$ cat config.mk
export PLATFORM = sky130hd
export DESIGN_NAME = bcd_counter_4dig
export DESIGN_NICKNAME = d
export VERILOG_FILES = /design/src/rtl/bcd_counter_4dig_pkg.sv /design/src/rtl/bcd_counter_4dig_digit.sv /design/src/rtl/bcd_counter_4dig.sv
export SDC_FILE = /design/constraint.sdc
export NUM_CORES = 1
export LEC_CHECK = 0
export ABC_AREA = 0
export CORE_MARGIN = 4
export CORE_UTILIZATION = 50
export CTS_CLUSTER_SIZE = 8
export DETAILED_ROUTE_END_ITERATION = 12
export PLACE_DENSITY = 0.73
export SYNTH_ARGS = -nofsm -noshare
export SYNTH_HDL_FRONTEND = slang
export SYNTH_SLANG_ARGS = --single-unit
$ cat constraint.sdc
create_clock -name clk -period 2.71 [get_ports clk]
set_input_delay 0.542 -clock clk [delete_from_list [all_inputs] [get_ports clk]]
set_output_delay 0.542 -clock clk [all_outputs]
set_load 0.05 [all_outputs]
$ cat src/rtl/bcd_counter_4dig_pkg.sv
// Shared constants and helpers for the four-digit BCD up/down counter.
package bcd_counter_4dig_pkg;

  localparam logic [3:0] BCD_MAX = 4'd9;
  localparam logic [3:0] BCD_MIN = 4'd0;
  localparam int unsigned PRESC_W = 24;

  // A nibble that is not a legal decimal digit loads as zero.
  function automatic logic [3:0] bcd_sanitize(input logic [3:0] nib);
    logic [3:0] res;
    if (nib > BCD_MAX) begin
      res = BCD_MIN;
    end else begin
      res = nib;
    end
    return res;
  endfunction

endpackage

$ cat src/rtl/bcd_counter_4dig_digit.sv
// One BCD decade with load, up/down stepping and a ripple carry/borrow out.
module bcd_digit
  import bcd_counter_4dig_pkg::*;
(
  input  logic       clk,
  input  logic       rst,
  input  logic       up,
  input  logic       en_in,
  input  logic       load,
  input  logic [3:0] load_val,
  output logic [3:0] dig,
  output logic       carry_out
);

  logic [3:0] dig_r;
  logic [3:0] dig_nxt_s;

  // Carry/borrow only propagates when this decade is actually stepping past its limit.
  assign carry_out = en_in & (up ? (dig_r == BCD_MAX) : (dig_r == BCD_MIN));
  assign dig       = dig_r;

  // Next-digit selection: load wins over stepping.
  always_comb begin
    dig_nxt_s = dig_r;
    if (load) begin
      dig_nxt_s = bcd_sanitize(load_val);
    end else if (en_in) begin
      if (up) begin
        dig_nxt_s = (dig_r >= BCD_MAX) ? BCD_MIN : dig_r + 4'd1;
      end else begin
        dig_nxt_s = (dig_r == BCD_MIN || dig_r > BCD_MAX) ? BCD_MAX : dig_r - 4'd1;
      end
    end else begin
      dig_nxt_s = dig_r;
    end
  end

  // Digit register.
  always_ff @(posedge clk or posedge rst) begin
    if (rst) begin
      dig_r <= BCD_MIN;
    end else begin
      dig_r <= dig_nxt_s;
    end
  end

endmodule

$ cat src/rtl/bcd_counter_4dig.sv
// Four-digit BCD up/down counter with prescaler, load, clear, wrap pulse and blink output.
module bcd_counter_4dig
  import bcd_counter_4dig_pkg::*;
#(
  parameter logic [23:0] PRESCALE = 24'd1_000_000
) (
  input  logic        clk,
  input  logic        rst,
  input  logic        i_en,
  input  logic        i_up,
  input  logic        i_clear,
  input  logic        i_load,
  input  logic [15:0] i16_load_val,
  output logic [3:0]  o4_dig1,
  output logic [3:0]  o4_dig2,
  output logic [3:0]  o4_dig3,
  output logic [3:0]  o4_dig4,
  output logic        o_carry,
  output logic        o_twopoint
);

  localparam logic [PRESC_W-1:0] PRESC_LAST = PRESCALE - 24'd1;

  logic [PRESC_W-1:0] presc_r;
  logic               tick_s;
  logic               apply_s;
  logic               dig_load_s;
  logic [3:0]         en_chain_s;
  logic [3:0]         carry_chain_s;
  logic [3:0]         dig_s [4];
  logic               carry_r;
  logic               twopoint_r;

  assign tick_s     = i_en & (presc_r == PRESC_LAST);
  // Clear and load both pre-empt a coincident tick; clear rides the load path with zeros.
  assign apply_s    = tick_s & ~i_clear & ~i_load;
  assign dig_load_s = i_clear | i_load;

  // Prescaler: clear zeroes it, otherwise it runs only while enabled.
  always_ff @(posedge clk or posedge rst) begin
    if (rst) begin
      presc_r <= '0;
    end else if (i_clear) begin
      presc_r <= '0;
    end else if (i_en) begin
      presc_r <= (presc_r == PRESC_LAST) ? '0 : presc_r + 24'd1;
    end else begin
      presc_r <= presc_r;
    end
  end

  genvar k;
  generate
    for (k = 0; k < 4; k++) begin : g_dig
      if (k == 0) begin : g_first
        assign en_chain_s[k] = apply_s;
      end else begin : g_rest
        assign en_chain_s[k] = carry_chain_s[k-1];
      end
      bcd_digit u_digit (
        .clk      (clk),
        .rst      (rst),
        .up       (i_up),
        .en_in    (en_chain_s[k]),
        .load     (dig_load_s),
        .load_val (i_clear ? 4'd0 : i16_load_val[4*k +: 4]),
        .dig      (dig_s[k]),
        .carry_out(carry_chain_s[k])
      );
    end
  endgenerate

  // Wrap pulse and blink indicator registers.
  always_ff @(posedge clk or posedge rst) begin
    if (rst) begin
      carry_r    <= 1'b0;
      twopoint_r <= 1'b0;
    end else begin
      carry_r    <= carry_chain_s[3];
      twopoint_r <= twopoint_r ^ apply_s;
    end
  end

  assign o4_dig1    = dig_s[0];
  assign o4_dig2    = dig_s[1];
  assign o4_dig3    = dig_s[2];
  assign o4_dig4    = dig_s[3];
  assign o_carry    = carry_r;
  assign o_twopoint = twopoint_r;

endmodule

== Word-level counts from Yosys, hierarchy flattened ==
Cells that the tools add are included.

* Logic and storage cells: 92
* Register bits after elaboration: 42
* Input port bits: 22

* Reductions and logical operators: 13
* Bitwise gates (word level): 11
* Equal/unequal tests: 5
* $lt $le $gt $ge: 12
* Add/sub/neg operators: 9
* Muxes and demuxes: 35

{| class="wikitable"
|+ Operators by type and width
! operator !! count
|-
| $mux 4 || 28
|-
| $mux 24 || 3
|-
| $gt 4x4->1 const B || 8
|-
| $add 24x1->24 const B || 1
|-
| $eq 24x20->1 const B || 1
|-
| $add 4x1->4 const B || 4
|-
| $eq 4x4->1 const B || 4
|-
| $ge 4x4->1 const B || 4
|-
| $logic_not 4->1 || 4
|-
| $sub 4x1->4 const B || 4
|-
| $reduce_bool 2->1 || 5
|-
| $and 1x1->1 || 7
|-
| $logic_or 1x1->1 || 4
|-
| $mux 1 || 4
|-
| $not 1->1 || 2
|-
| $or 1x1->1 || 1
|-
| $xor 1x1->1 || 1
|}

== Depth between registers and ports, before layout ==
* Depth after elaboration: 9
* Mapped depth: 8

== By module ==
Synthesis repeated with hierarchy kept, for this count alone.

* Cell total of the unflattened synthesis: 392
* Area, all modules: 3305.7 um2

{| class="wikitable"
|+ Modules (own cells, without submodules)
! module !! cells each !! area each (um2) !! seq. area each (um2) !! times used
|-
| bcd_digit || 57 || 447.9 || 100.1 || 4
|-
| bcd_counter_4dig || 164 || 1514.0 || 650.6 || 1
|}

== Worst setup path after synthesis ==
No wires, ideal clock.

* Kind: register to register
* Start: register g_dig[0].u_digit.dig_r[1]
* End: register g_dig[2].u_digit.dig_r[2]
* Setup time: 128 ps
* Required time: 2582 ps
* Clock period less this slack: 2520 ps
* Buffers on the path: 0
* Arrival: 2392 ps
* Slack: 190 ps
* Stages on the path, launching flop included: 8
* Cell sequence: dfrtp_1 -> inv_1 -> ha_1 -> or3b_1 -> a211o_1 -> nor4_4 -> nor2_2 -> mux2_1

* Word-level cells in the longest chain between the ends: 5
* Elaborated cells on any way between the ends: 6

{| class="wikitable"
|+ RTL lines
! what !! RTL line !! source
|-
| start: declaration || bcd_counter_4dig_digit.sv:15 || <nowiki>logic [3:0] dig_r;</nowiki>
|-
| start signal: assignment || bcd_counter_4dig_digit.sv:43 || <nowiki>dig_r <= dig_nxt_s;</nowiki>
|-
| $eq 4x4->1 / $logic_not 4->1 (equally long branches) || bcd_counter_4dig_digit.sv:19 || <nowiki>assign carry_out = en_in & (up ? (dig_r == BCD_MAX) : (dig_r == BCD_MIN));</nowiki>
|-
| $mux 1 (*) || bcd_counter_4dig_digit.sv:19 ||
|-
| $and 1x1->1 (*) (2 in a row) || bcd_counter_4dig_digit.sv:19 ||
|-
| $reduce_bool 2->1 (no source line) (*) || - ||
|-
| end signal: assignment || bcd_counter_4dig_digit.sv:43 ||
|-
| end: declaration || bcd_counter_4dig_digit.sv:15 ||
|}

Mark *: on every way between the ends. The rest lies on a longest branch, timed or not.
A chain may end at the register's enable or synchronous reset.

== Worst setup path in the final report ==
Ends and elaborated chain as after synthesis.

==> results by group <==
Status
  • Status: finished clean

Synthesis
  • Distinct cell type count after synthesis: 62
  • Syn Area/Cell: 8.24 sq um
  • XOR/XNOR Fraction of Synth Area: 0.0590
  • Synthesized area: 3260 sq um
  • Post-synth ARST share: 1.00
  • Synth Register Bits: 42
  • Sequential fraction of the synthesis area: 0.322
  • Mux share of post-synthesis cell area: 0.0391
  • Yosys synthesis warning count: 0
  • Top_reg_cell synth: dfrtp_1
  • Post-synth EDFFs: 0
  • Gate Count Post-Synth: 396
  • Synth Net Count: 431
  • Simple-gate share of the synthesized area: 0.281
  • Complex-gate fraction of the synthesized area: 0.203
  • Post-synthesis adder-cell area fraction: 0.0498
  • Main combinational cell family by area after synthesis: simple AND/OR/NAND/NOR gates

Timing
  • Hold Worst Slack: 486 ps
  • Slew Viols, Final: 0
  • RSZ-0062 raised after global routing: no
  • Clock skew: 8.98 ps
  • Worst-margin pin slew: 681 ps
  • Final worst slack: 302 ps
  • Max Freq: 0.415 GHz
  • Fin crit period: 2410 ps
  • Crit share post-route: 0.889
  • Fin. Hold Viols: 0
  • Worst relative slew slack: 0.543
  • Finish-stage setup viols: 0
  • Setup_tns: 0 ps

Floorplan
  • # rows: 29
  • Die height: 88.8 um
  • Starting Density: 0.514
  • Total core area: 6350 sq um
  • Die W: 88.8 um
  • Area of the die: 7880 sq um
  • Top-Level Pins: 40

Clock network
  • Post-CTS Resized: 0
  • Clock latency on the worst-skew pair: 310 ps
  • CTS tree: done
  • Htree depth: 2
  • Deepest clock path buffer count: 2
  • Clock Tree Root: clkbuf_8
  • CTS clk-pin slew, worst paths: 80 ps
  • Sink Count: 42
  • Cts hold-fix bufs: 0
  • Num CTS Buffers: 5
  • Post-CTS Setup Bufs: 0

Setup path
  • Slowest-stage cell, CP: dfrtp_1
  • Crit-path cells: inv_1 -> ha_1 -> or3b_1 -> a211o_1 -> nor4_4 -> buf_4 -> nor2_2 -> mux2_1
  • Startpoint types: register
  • Setup CP Type: register to register
  • Slowest stage delay, CP: 450 ps
  • Critical path endpoint category: register
  • Arrival @ worst endpoint: 2590 ps
  • Critical Path RT: 2900 ps
  • Peak fanout along the critical path: 10

Drt
  • Residual DRC: 0
  • Via count: 3140
  • Post-DRT Antenna Nets: 0
  • Via/cell ratio: 6.09
  • Wire per inst: 16.1 um
  • Detailed Route WL: 8.31 mm
  • Drt first-iter violations: 198
  • DR pass1 iterations: 4

Cells and area
  • Syn-to-layout area delta: 19.3%
  • Ant diodes: 0
  • Register area: 1050 sq um
  • Post-layout nets: 473
  • Multi-input gate area: 2060 sq um
  • Fin cells: 516
  • Layout cells sized above 1: 0.0843
  • Fillers: 570

GRT
  • Global-route wire length before repair: 14.6 mm
  • Tot GR Track Use: 0.229
  • Vias in the first global route: 3215
  • Gr ovfl total: 0
  • Pin count of the biggest net entering global routing: 46
  • Initial antenna violation count: 0

Place
  • GPL Wtd Cong: 0.908
  • Setup WS pre-CTS: 57.8 ps
  • Placed Cells: 508
  • # port buffers: 39
  • DPL Wire Length: 6.20 mm

Power and ir drop
  • Leak Pwr: 1.53 nW
  • Final Power: 0.00159 W
  • PwrDens: 408 nW/um^2
  • Max VDD drop: 0.268 mV

Hold path
  • HP Class: register to register

Flow run
  • Max-Cap Viols: 0
-- worst paths after layout --
check                                         from                 endpoint  slack [ps]  cells after the start
max reg2reg                g_dig[0].u_digit.dig[1]  g_dig[2].u_digit.dig[2]         300                      8
max in group asynchronous                      rst  g_dig[2].u_digit.dig[2]        1650                      3
min                                     o_twopoint               o_twopoint         490                      1
min reg2reg                             o_twopoint               o_twopoint         490                      1
min in group asynchronous                      rst  g_dig[1].u_digit.dig[0]         550                      2
max                        g_dig[0].u_digit.dig[1]  g_dig[2].u_digit.dig[2]         300                      8
-- final cells by class --
type	instances	area share
Timing Repair Buffer	53	0.134
Clock buffer	5	0.0177
Inverter	19	0.0183
Multi-Input combinational cell	317	0.530
Clock inverter	3	0.00546
Sequential cell	42	0.270
Tap cell	77	0.0248
-- cell usage after synthesis (3+ instances only) --
library cell / count / share of area
nor3_1: 17 / 0.026
clkbuf_1: 14 / 0.016
a31oi_1: 5 / 0.0096
nand2b_1: 4 / 0.0077
o2111ai_1: 3 / 0.0081
mux2i_1: 6 / 0.018
o211ai_1: 3 / 0.0069
mux2_2: 5 / 0.017
and4b_1: 3 / 0.0092
a32oi_1: 6 / 0.016
nor2b_1: 6 / 0.012
o22ai_1: 4 / 0.0077
nor2_1: 49 / 0.056
a21oi_1: 17 / 0.026
o21ai_0: 27 / 0.041
a211oi_1: 4 / 0.0092
nor4b_1: 4 / 0.011
nand4_1: 11 / 0.021
a21o_1: 3 / 0.0069
ha_1: 13 / 0.050
o21a_1: 4 / 0.0092
inv_1: 19 / 0.022
xor2_1: 15 / 0.040
nand2_1: 29 / 0.033
and3_1: 3 / 0.0058
nand3_1: 19 / 0.029
dfrtp_1: 42 / 0.32
o31ai_1: 8 / 0.018
xnor2_1: 7 / 0.019
or4_1: 3 / 0.0069
and4_1: 3 / 0.0081
-- cells by family (layout without fill, tap and decap cells) --
family	count (synthesis)	in the layout
and+or+nand+nor	171	171
AOI/OAI and AO/OA	99	99
DFF	42	42
buffers and inverters	37	80
xor gates and xnor gates	22	22
adders and majority gates	13	13
muxes	12	12
-- metrics by stage --
stage                     area [sq um]   util
after floorplan                   3260      -
after global placement            3800  0.599
after detailed placement          3800  0.599
after CTS                         3890  0.613
after global routing              3890  0.613
final                             3890  0.613
-- layout by cell type (no fill, tap or decap), types with 5 or more instances in the layout --
master | synthesis | final
a21oi_1 | 17 | 17
a31oi_1 | 5 | 5
a32oi_1 | 6 | 6
buf_4 | 0 | 12
clkbuf_8 | 0 | 5
clkdlybuf4s50_1 | 0 | 39
dfrtp_1 | 42 | 42
ha_1 | 13 | 13
inv_1 | 19 | 18
mux2_2 | 5 | 5
mux2i_1 | 6 | 6
nand2_1 | 29 | 29
nand3_1 | 19 | 19
nand4_1 | 11 | 11
nor2_1 | 49 | 49
nor2b_1 | 6 | 6
nor3_1 | 17 | 17
o21ai_0 | 27 | 27
o31ai_1 | 8 | 8
xnor2_1 | 7 | 7
xor2_1 | 15 | 15
-- worst max-delay path, delay by kind of cell (launching register included) --
family	cells	cell delay [ps]
AO/OA/AOI/OAI	1	350
adder cells (fa/ha/maj)	1	250
buffers and inverters	2	340
AND/OR/NAND/NOR	3	570
multiplexers	1	320
flip-flops	1	450
-- report_power, final --
group | total (W) | internal (W) | leakage, nW | switching, W
clock | 0.000419 | 0.000181 | 0.0441 | 0.000238
combinational | 0.000474 | 0.000194 | 0.913 | 0.000280
sequential | 0.000697 | 0.000648 | 0.572 | 0.0000494
total | 0.00159 | 0.00102 | 1.53 | 0.000567
-- state kept, by name, summed over array words and instances (netlist names) --
| name | count |
|---|---|
| o_twopoint | 1 |
| presc_r | 24 |
| o_carry | 1 |
| g_dig.u_digit.dig | 16 |
-- layer usage --
layer / GRT usage / vias up / part of all wire
met2: 0.404 / 92 / 0.51
met3: 0.0363 / 21 / 0.053
met1: 0.278 / 1489 / 0.41
met4: 0.0907 / 0 / 0.025
met5: 0 / - / 0
li1: - / 1538 / -
Power figures use the tool's default switching activity.
